File: config.mk
export PLATFORM = sky130hd
export DESIGN_NAME = stack_ctrl_flat
export DESIGN_NICKNAME = d
export VERILOG_FILES = /design/src/rtl/stack_pkg.sv /design/src/rtl/stack_ctrl_if.sv /design/src/rtl/stack_ctrl.sv /design/src/flat_wrapper.sv
export SDC_FILE = /design/constraint.sdc
export NUM_CORES = 1
export LEC_CHECK = 0
export ABC_AREA = 1
export CAP_MARGIN = 20
export CELL_PAD_IN_SITES_DETAIL_PLACEMENT = 0
export CELL_PAD_IN_SITES_GLOBAL_PLACEMENT = 1
export CORE_MARGIN = 2
export CORE_UTILIZATION = 30
export CTS_CLUSTER_DIAMETER = 120
export CTS_CLUSTER_SIZE = 40
export DETAILED_ROUTE_END_ITERATION = 8
export PLACE_DENSITY_LB_ADDON = 0.1
export SYNTH_ARGS = -nofsm -noshare
export SYNTH_HDL_FRONTEND = slang
export SYNTH_SLANG_ARGS = --single-unit
File: constraint.sdc
create_clock -name clk -period 4 [get_ports clk]
set_input_delay 0.6 -clock clk [delete_from_list [all_inputs] [get_ports clk]]
set_output_delay 0.6 -clock clk [all_outputs]
set_load 0.05 [all_outputs]
File: src/rtl/stack_pkg.sv
// stack_pkg: shared types and constants for the stack controller.
//   state_t - controller FSM states
//   OP_PUSH / OP_POP - encoding of the sp module's op input (also used by the sp bench)
package stack_pkg;

    typedef enum logic [2:0] {
        IDLE    = 3'd0,
        PUSH    = 3'd1,
        POP_DEC = 3'd2,
        POP_RD  = 3'd3,
        POP_CAP = 3'd4
    } state_t;

    localparam logic OP_PUSH = 1'b1;
    localparam logic OP_POP  = 1'b0;

endpackage

File: src/rtl/stack_ctrl_if.sv
// stack_ctrl_if: requester-side handshake between a client and stack_ctrl.
//   push_req/push_data/pop_req   - requests from the client
//   ready                        - controller idle, request can be accepted
//   pop_data/pop_valid           - popped word and its one-cycle strobe
//   full/empty/err               - occupancy flags and rejected-request pulse
// modport master: the requester; modport slave: the controller.
interface stack_ctrl_if #(
    parameter int unsigned WIDTH = 8
);
    logic             push_req;
    logic [WIDTH-1:0] push_data;
    logic             pop_req;
    logic             ready;
    logic [WIDTH-1:0] pop_data;
    logic             pop_valid;
    logic             full;
    logic             empty;
    logic             err;

    modport master (
        output push_req, push_data, pop_req,
        input  ready, pop_data, pop_valid, full, empty, err
    );

    modport slave (
        input  push_req, push_data, pop_req,
        output ready, pop_data, pop_valid, full, empty, err
    );
endinterface

File: src/rtl/stack_ctrl.sv
// stack_ctrl: push/pop sequencer between a requester, the sp pointer register
// and a single-port synchronous-read stack RAM.
//   clk, rst_n  - clock, asynchronous active-low reset
//   req         - requester handshake (stack_ctrl_if.slave)
//   sp          - current stack pointer (next free slot) from the sp module
//   sp_we/sp_op - sp update strobe and direction (OP_PUSH increments)
//   mem_*       - RAM address/write strobe/write data/read data (1-cycle read)
module stack_ctrl
    import stack_pkg::*;
#(
    parameter int unsigned BITS  = 8,
    parameter int unsigned WIDTH = 8
) (
    input  logic              clk,
    input  logic              rst_n,
    stack_ctrl_if.slave       req,
    input  logic [BITS-1:0]   sp,
    output logic              sp_we,
    output logic              sp_op,
    output logic [BITS-1:0]   mem_addr,
    output logic              mem_we,
    output logic [WIDTH-1:0]  mem_wdata,
    input  logic [WIDTH-1:0]  mem_rdata
);

    // depth carries one extra bit so a completely full stack is distinguishable from empty
    localparam int unsigned DW  = BITS + 1;
    localparam int unsigned CAP = 2 ** BITS;

    state_t           state, state_nxt;
    logic [DW-1:0]    depth, depth_nxt;
    logic [WIDTH-1:0] data_q;
    logic             accept_push;
    logic             reject;

    // Addressing is always relative to the live pointer: write at sp on push,
    // read at the already-decremented sp on pop.
    assign mem_addr  = sp;
    assign mem_wdata = data_q;

    // Next-state, occupancy and request decode
    always_comb begin
        state_nxt   = state;
        depth_nxt   = depth;
        accept_push = 1'b0;
        reject      = 1'b0;
        case (state)
            IDLE: begin
                // push wins a tie; a concurrent pop waits for ready
                if (req.push_req) begin
                    if (!req.full) begin
                        state_nxt   = PUSH;
                        accept_push = 1'b1;
                    end else begin
                        reject = 1'b1;
                    end
                end else if (req.pop_req) begin
                    if (!req.empty) begin
                        state_nxt = POP_DEC;
                    end else begin
                        reject = 1'b1;
                    end
                end
            end
            PUSH: begin
                state_nxt = IDLE;
                depth_nxt = depth + DW'(1);
            end
            POP_DEC: begin
                state_nxt = POP_RD;
                depth_nxt = depth - DW'(1);
            end
            POP_RD:  state_nxt = POP_CAP;
            POP_CAP: state_nxt = IDLE;
            default: state_nxt = IDLE;
        endcase
    end

    // State, occupancy and registered outputs; strobes are pre-decoded from
    // state_nxt so they are valid for the whole cycle the FSM sits in a state.
    always_ff @(posedge clk or negedge rst_n) begin
        if (!rst_n) begin
            state         <= IDLE;
            depth         <= '0;
            data_q        <= '0;
            req.ready     <= 1'b1;
            req.full      <= 1'b0;
            req.empty     <= 1'b1;
            req.err       <= 1'b0;
            req.pop_valid <= 1'b0;
            req.pop_data  <= '0;
            sp_we         <= 1'b0;
            sp_op         <= OP_POP;
            mem_we        <= 1'b0;
        end else begin
            state         <= state_nxt;
            depth         <= depth_nxt;
            req.ready     <= (state_nxt == IDLE);
            req.full      <= (depth_nxt == DW'(CAP));
            req.empty     <= (depth_nxt == '0);
            req.err       <= reject;
            req.pop_valid <= (state == POP_CAP);
            if (state == POP_CAP) begin
                req.pop_data <= mem_rdata;
            end
            if (accept_push) begin
                data_q <= req.push_data;
            end
            sp_we  <= (state_nxt == PUSH) || (state_nxt == POP_DEC);
            sp_op  <= (state_nxt == PUSH) ? OP_PUSH : OP_POP;
            mem_we <= (state_nxt == PUSH);
        end
    end

endmodule

File: src/flat_wrapper.sv
// flat-port wrapper written by rule: the top's interface ports become plain ports
module stack_ctrl_flat import stack_pkg::*;
#(
    parameter int unsigned BITS  = 8,
    parameter int unsigned WIDTH = 8
)
  (clk, rst_n, sp, sp_we, sp_op, mem_addr, mem_we, mem_wdata, mem_rdata, req_push_req, req_push_data, req_pop_req, req_ready, req_pop_data, req_pop_valid, req_full, req_empty, req_err);
  stack_ctrl_if #(.WIDTH(WIDTH)) req_i ();
  input  logic clk;
  input  logic rst_n;
  input  logic [BITS-1:0] sp;
  output logic sp_we;
  output logic sp_op;
  output logic [BITS-1:0] mem_addr;
  output logic mem_we;
  output logic [WIDTH-1:0] mem_wdata;
  input  logic [WIDTH-1:0] mem_rdata;
  input wire logic [$bits(req_i.push_req)-1:0] req_push_req;
  input wire logic [$bits(req_i.push_data)-1:0] req_push_data;
  input wire logic [$bits(req_i.pop_req)-1:0] req_pop_req;
  output wire logic [$bits(req_i.ready)-1:0] req_ready;
  output wire logic [$bits(req_i.pop_data)-1:0] req_pop_data;
  output wire logic [$bits(req_i.pop_valid)-1:0] req_pop_valid;
  output wire logic [$bits(req_i.full)-1:0] req_full;
  output wire logic [$bits(req_i.empty)-1:0] req_empty;
  output wire logic [$bits(req_i.err)-1:0] req_err;
  assign req_i.push_req = req_push_req;
  assign req_i.push_data = req_push_data;
  assign req_i.pop_req = req_pop_req;
  assign req_ready = req_i.ready;
  assign req_pop_data = req_i.pop_data;
  assign req_pop_valid = req_i.pop_valid;
  assign req_full = req_i.full;
  assign req_empty = req_i.empty;
  assign req_err = req_i.err;
  stack_ctrl #(.BITS(BITS), .WIDTH(WIDTH)) u_core (.clk(clk), .rst_n(rst_n), .req(req_i), .sp(sp), .sp_we(sp_we), .sp_op(sp_op), .mem_addr(mem_addr), .mem_we(mem_we), .mem_wdata(mem_wdata), .mem_rdata(mem_rdata));
endmodule
==> results of run 1 <==
==> cells in the mapped netlist (all sizes together) (2+ instances only) <==
cell type / number / share of area, %
inv: 26 / 5.4
dfrtp: 33 / 45
or2: 2 / 0.69
ha: 7 / 4.8
nand2: 100 / 21
xor2: 3 / 1.4
buf: 9 / 3.7
dfstp: 2 / 2.9
nand3: 13 / 4.3
a21oi: 4 / 1.1
nor2: 15 / 3.4
o21ai: 3 / 1.0
==> path summary, 6_finish.rpt <==
kind	to	slack, ns	from
worst min register to register	u_core.req.pop_data[4]$_DFFE_PN0P_	0.47	u_core.req.pop_data[4]$_DFFE_PN0P_
worst min-delay path	u_core.req.pop_data[4]$_DFFE_PN0P_	0.47	u_core.req.pop_data[4]$_DFFE_PN0P_
worst max-delay path	u_core.req.full$_DFF_PN0_	1.71	u_core.state[2]$_DFF_PN0_
worst max register to register	u_core.req.full$_DFF_PN0_	1.71	u_core.state[2]$_DFF_PN0_
max in group asynchronous	u_core.req.ready$_DFF_PN1_	2.92	rst_n
min in group asynchronous	u_core.depth[4]$_DFF_PN0_	0.74	rst_n
==> layout make-up <==
| cell class | count | share of cell area [%] |
|---|---|---|
| Clock buffer | 8 | 4.21 |
| Inverter | 27 | 4.47 |
| Multi-Input combinational cell | 156 | 32.1 |
| Sequential cell | 35 | 36.9 |
| Tap cell | 75 | 3.94 |
| Timing Repair Buffer | 44 | 18.4 |
==> sequential cells by signal (all words and copies together) (netlist names), 3 cells and up <==
name,flops
u_core.depth,9
u_core.mem_wdata,8
u_core.req.pop_data,8
u_core.state,3
==> layer usage <==
| layer | share of wire, % | global-route usage (%) | vias up |
|---|---|---|---|
| met5 | 0 | 0 | - |
| met4 | 0.49 | 3.50 | 0 |
| met3 | 5.1 | 3.52 | 2 |
| met2 | 45 | 20.1 | 28 |
| met1 | 49 | 16.6 | 648 |
| li1 | - | - | 776 |
==> critical path, cell delays in order (launching register included) <==
cell and delay, ns:
dfrtp_1 0.44, nor2_2 0.17, nand2_2 0.12, inv_1 0.21, ha_1 0.30, or2_1 0.23, and2_1 0.18, nand2_1 0.07
nand2_1 0.05, o21ai_1 0.18, nor2_1 0.07, nand3_1 0.10, nor2_1 0.05
==> power groups by stage <==
stage          logic [mW]  clock network (mW)  registers, mW
6_report             1.47               0.277          0.615
5_1_grt              1.67               0.302          0.635
3_5_place_dp         1.50                   0          0.620
4_1_cts              1.50               0.287          0.617
2_1_floorplan       0.766                   0          0.955
3_3_place_gp         1.51                   0          0.624
==> stage by stage <==
stage | util [%] | worst slack [ns]
6_report | 40.4 | 1.71
5_1_grt | 40.4 | 1.50
4_1_cts | 40.4 | 1.67
3_5_place_dp | 38.7 | 1.67
3_3_place_gp | 38.7 | 1.70
2_1_floorplan | - | 2.00
==> logic make-up after synthesis <==
logic type	Yosys count	synth area share [%]
and+or+nand+nor	135	31.2
buffers and inverters	37	9.77
DFF	35	48.3
AOI/OAI and AO/OA	10	3.37
adders and majority gates	8	5.91
xor gates and xnor gates	3	1.44
==> impl_results.md, run 1 <==
* Storage element area at 878 sq um
* Via count at 1454
* Longest Clk Path Bufs at 2
* Layout cells sized above 1 at 7.78%
* Outcome: finished clean
* Die width at 81.9 microns
* Syn Nets at 264
* CTS sink cnt at 35
* H-tree levels at 2
* Worst Tran Pin Value at 0.503 ns
* Syn avg cell area at 7.98 sq um
* Ys flop type: dfrtp_1
* Critical-path maximum fanout at 7
* CP Capture Type: register
* Hold Path Stages at 2
* Slew HR at 66.3%
* Register share of total power at 26.0%
* Netlist cell types at 30
* Worst hold slack at 0.472 ns
* Startpoint types: register
* DP Cell Count at 337
* Number of core rows at 28
* Final instance area at 2380 sq um
* Tightest Hold Check Type: register to register
* GP Congestion at 0.755
* Largest net degree at the start of global routing at 36
* FILL cells at 642
* Commonest cells after routing, fill and taps aside: 98 x nand2_1, 43 x clkdlybuf4s50_1, 33 x dfrtp_1
* Internal power at 1.18 mW
* I/O pin cnt at 60
* Seq/Total Area, Yosys at 48.3%
* Final setup TNS at 0 ns
* N_diodes at 0
* Total power at 2.37 mW
* CTS Buf Count at 5
* Die area at 6700 sq um
* Post-CTS sizing at 0
* Sw power at 1.19 mW
* Core ar. at 5890 sq um
* Detailed-route vias per instance at 4.21
* Post-Route Skew at 0.00349 ns
* Drt initial violations at 67
* Hold-fix buffers at CTS at 0
* Cell Pwr Density at 994 nW/um^2
* Non-filler cells, final at 345
* Worst EP required at 4.16 ns
* Fin. Hold Viols at 0
* Clk slew on worst S/H paths at 0.07 ns
* Fin. max-slew vios at 0
* Arr. time, crit path at 2.45 ns
* Maximum vdd drop at 0.000355 V
* DIE HEIGHT at 81.9 microns
* Final wirelength at 3.87 mm
* Gr usage total at 12.6%
* Commonest non-fill, non-tap cell in the layout: nand2_1
* Fin crit share at 57.3%
* Post-DP HPWL at 2.92 mm
* CTS tree: yes
* Layout Nets at 305
* First-pass GRT wire length at 6.49 mm
* Placed instance area at 2280 sq um
* Warnings from Yosys at 0
* Starting Density at 30.9%
* Routed len/inst at 11.2 microns
* Crit path kind: register to register
* DRC at 0
* Clock latency on the worst-skew pair at 0.28 ns
* Post-CTS Setup Bufs at 0
* Min cycle time layout at 2.29 ns
* Combinational power share at 62.3%
* Area of the multi-input gates at 763 sq um
* Max cap viols at 0
* Port Buffers at 43
* Vias in the first global route at 1458
* Initial antenna violation count at 0
* Clk pwr share at 11.7%
* RSZ-0062 raised after global routing: false
* Switching part of the total at 50.2%
* R2R cell count at 12
* Netlist Area Pre-Place at 1820 sq um
* Initial DRT Pass Iterations at 4
* Antenna viol nets, final at 0
* Mapped Cells at 228
* Lkg Pwr at 1.23 nW
* FF+latch count, synth at 35
* GRT overflow at 0
* CTS root buf: clkbuf_8
* Final setup violation count at 0
* Post-synth EDFFs at 0
* Asr flop ratio synth at 100%
* Syn-to-layout area delta at 30.8%
* Fmax at 436 MHz
(Power assumes the default switching activity.)
==> run 2: changes to the inputs <==
--- a/config.mk
+++ b/config.mk
@@ -10,7 +10,7 @@
 export CELL_PAD_IN_SITES_DETAIL_PLACEMENT = 0
 export CELL_PAD_IN_SITES_GLOBAL_PLACEMENT = 1
 export CORE_MARGIN = 2
-export CORE_UTILIZATION = 30
+export CORE_UTILIZATION = 29
 export CTS_CLUSTER_DIAMETER = 120
 export CTS_CLUSTER_SIZE = 40
 export DETAILED_ROUTE_END_ITERATION = 8
==> constraint.sdc (replaced) <==
create_clock -name clk -period 1.9 [get_ports clk]
set_input_delay 0.285 -clock clk [delete_from_list [all_inputs] [get_ports clk]]
set_output_delay 0.285 -clock clk [all_outputs]
set_load 0.05 [all_outputs]
==> run 2 against run 1 <==
  * The flow now finishes with violations (setup timing)
  * Hold slack got worse by 0.047 ns
  * Final cell count increased by 7.8%
  * Count of clock-buffer cells in the layout stayed put
  * Maximum frequency increased by 19%
  * Sequential share of layout area is 5.3 points lower
  * Die area grew 3.3%
  * Via count is 11% higher
  * Critical endpoint unchanged
==> impl_results.md, run 2 (synthesis gave the netlist of run 1 again) <==
* Worst Slack Setup Final at -0.0227 ns (-1.73 ns)
* Largest net degree at the start of global routing at 36 (unchanged)
* Core ar. at 5990 sq um (+1.8%)
* Critical-path maximum fanout at 3 (-4)
* Clk slew on worst S/H paths at 0.07 ns (about the same)
* Placed instance area at 2430 sq um (+6.7%)
* CTS sink cnt at 35 (unchanged)
* Fin crit share at 101% (+44 points)
* Layout cells sized above 1 at 31.3% (+24 points)
* Startpoint types: register
* Slew HR at 65.8% (-0.57 points)
* Tightest Hold Check Type: primary input to async pin
* Syn-to-layout area delta at 53.0%
* Longest Clk Path Bufs at 2 (unchanged)
* Post-layout util at 46.4% (+6.0 points)
* Final setup TNS at -0.0349 ns (-0.0349 ns)
* FILL cells at 615 (-4.2%)
* Post-Route Skew at 0.00494 ns (+0.00144 ns)
* Port Buffers at 43 (unchanged)
* Worst Tran Pin Value at 0.512 ns (+0.00846 ns)
* Max cap viols at 0 (unchanged)
* H-tree levels at 2 (unchanged)
* Vias in the first global route at 1742 (+19%)
* GRT overflow at 0 (unchanged)
* Outcome: finished with violations
* Drt initial violations at 28 (-58%)
* Antenna viol nets, final at 0 (unchanged)
* R2R cell count at 11 (-1)
* Min cycle time layout at 1.92 ns (-0.368 ns)
* Final wirelength at 4.35 mm (+12%)
* Starting Density at 30.4% (-0.54 points)
* Clock latency on the worst-skew pair at 0.28 ns (about the same)
* Fin. Hold Viols at 0 (unchanged)
* Max reg flops at 9 (unchanged)
* Fin. max-slew vios at 0 (unchanged)
* N_diodes at 0 (unchanged)
* Failing checks: setup timing
* CTS root buf: clkbuf_8
* Die width at 83.2 microns (+1.6%)
* I/O pin cnt at 60 (unchanged)
* First-pass GRT wire length at 7.70 mm (+19%)
* Worst EP required at 2.12 ns (-2.04 ns)
* Arr. time, crit path at 2.14 ns (-0.31 ns)
* DRC at 0 (unchanged)
* Commonest non-fill, non-tap cell in the layout: nand2_1
* RSZ-0062 raised after global routing: true
* Initial DRT Pass Iterations at 4 (unchanged)
* Pre-CTS WS at -0.134 ns (-1.80 ns)
* CP Capture Type: register
* Largest reg by FF count: u_core.depth
* Commonest cells after routing, fill and taps aside: 83 x nand2_1, 41 x clkdlybuf4s50_1, 33 x dfrtp_1
* Routed len/inst at 11.7 microns (+4.2%)
* Detailed-route vias per instance at 4.34 (+2.9%)
* Post-DP HPWL at 3.05 mm (+4.5%)
* CTS Buf Count at 5 (unchanged)
* CTS tree: yes
* GP Congestion at 0.755 (about the same)
* DIE HEIGHT at 83.2 microns (+1.6%)
* Layout Nets at 332 (+8.9%)
* Final setup violation count at 3 (+3)
* Initial antenna violation count at 0 (unchanged)
* Crit path kind: register to register
* Number of core rows at 28 (unchanged)
* Via count at 1614 (+11%)
* Die area at 6920 sq um (+3.3%)
* Final instance area at 2780 sq um (+17%)
* Gr usage total at 13.5% (+0.92 points)
* Hold-fix buffers at CTS at 0 (unchanged)
* Fmax at 520 MHz (+19%)
[run 2: changes by cell type in the layout (fill, tap and decap cells not counted), sizes merged]
cell           change
clkdlybuf4s50      -2
buf               +29
[run 2: what timing repair did]
action / in CTS / in global routing
pin swaps: 8 / 20
endpoints found under the setup margin: 3 / 4
buffers inserted: 5 / 4
gates resized for setup: 17 / 34
[run 2: final cells by class]
| cell class | instances | area (sq um) | share of cell area (%) |
|---|---|---|---|
| timing repair buffer | 71 | 639 | 23.0 |
| sequential | 35 | 878 | 31.6 |
| inverter | 27 | 114 | 4.09 |
| clock buffer | 8 | 80.1 | 2.88 |
| tap | 75 | 93.8 | 3.37 |
| multi-input combinational | 156 | 977 | 35.1 |
[run 2: stage by stage]
| step | std cells | hold slack (ns) |
|---|---|---|
| after floorplan | 228 | -0.0106 |
| after detailed placement | 356 | 0.457 |
| after CTS | 369 | 0.436 |
| after global placement | 356 | 0.453 |
| after global routing | 372 | 0.457 |
| final | 372 | 0.425 |
[run 2: worst max-delay path, cell delays in order (launching register included)]
cell and delay [ns]:
dfrtp_1 0.41, nor2_4 0.15, nand2_4 0.09, fa_2 0.38, buf_4 0.15, xor2_2 0.11, nand2_1 0.07, o21ai_2 0.07
nand3_2 0.11, nor2_4 0.12, nand3_2 0.09, nor2_1 0.09
[run 2: worst paths after layout]
kind	slack [ns]	to	start
min in group clk	0.47	u_core.req.pop_data[2]$_DFFE_PN0P_	u_core.req.pop_data[2]$_DFFE_PN0P_
hold reg to reg	0.47	u_core.req.pop_data[2]$_DFFE_PN0P_	u_core.req.pop_data[2]$_DFFE_PN0P_
setup reg to reg	-0.02	u_core.req.full$_DFF_PN0_	u_core.state[2]$_DFF_PN0_
hold / removal	0.42	u_core.depth[7]$_DFF_PN0_	rst_n
max in group asynchronous	1.11	u_core.req.ready$_DFF_PN1_	rst_n
setup / recovery	-0.02	u_core.req.full$_DFF_PN0_	u_core.state[2]$_DFF_PN0_
[run 2: routing by layer]
layer	GRT usage, %	routed length [microns]	part of all wire, %
met5	0	0	0
met2	22.7	2070	47
met3	2.98	204	4.7
met1	16.8	2030	47
met4	5.22	56	1.3
Power of run 2 is not shown: default switching activity piles up to over one toggle a cycle in this logic, so the estimate is an artifact.
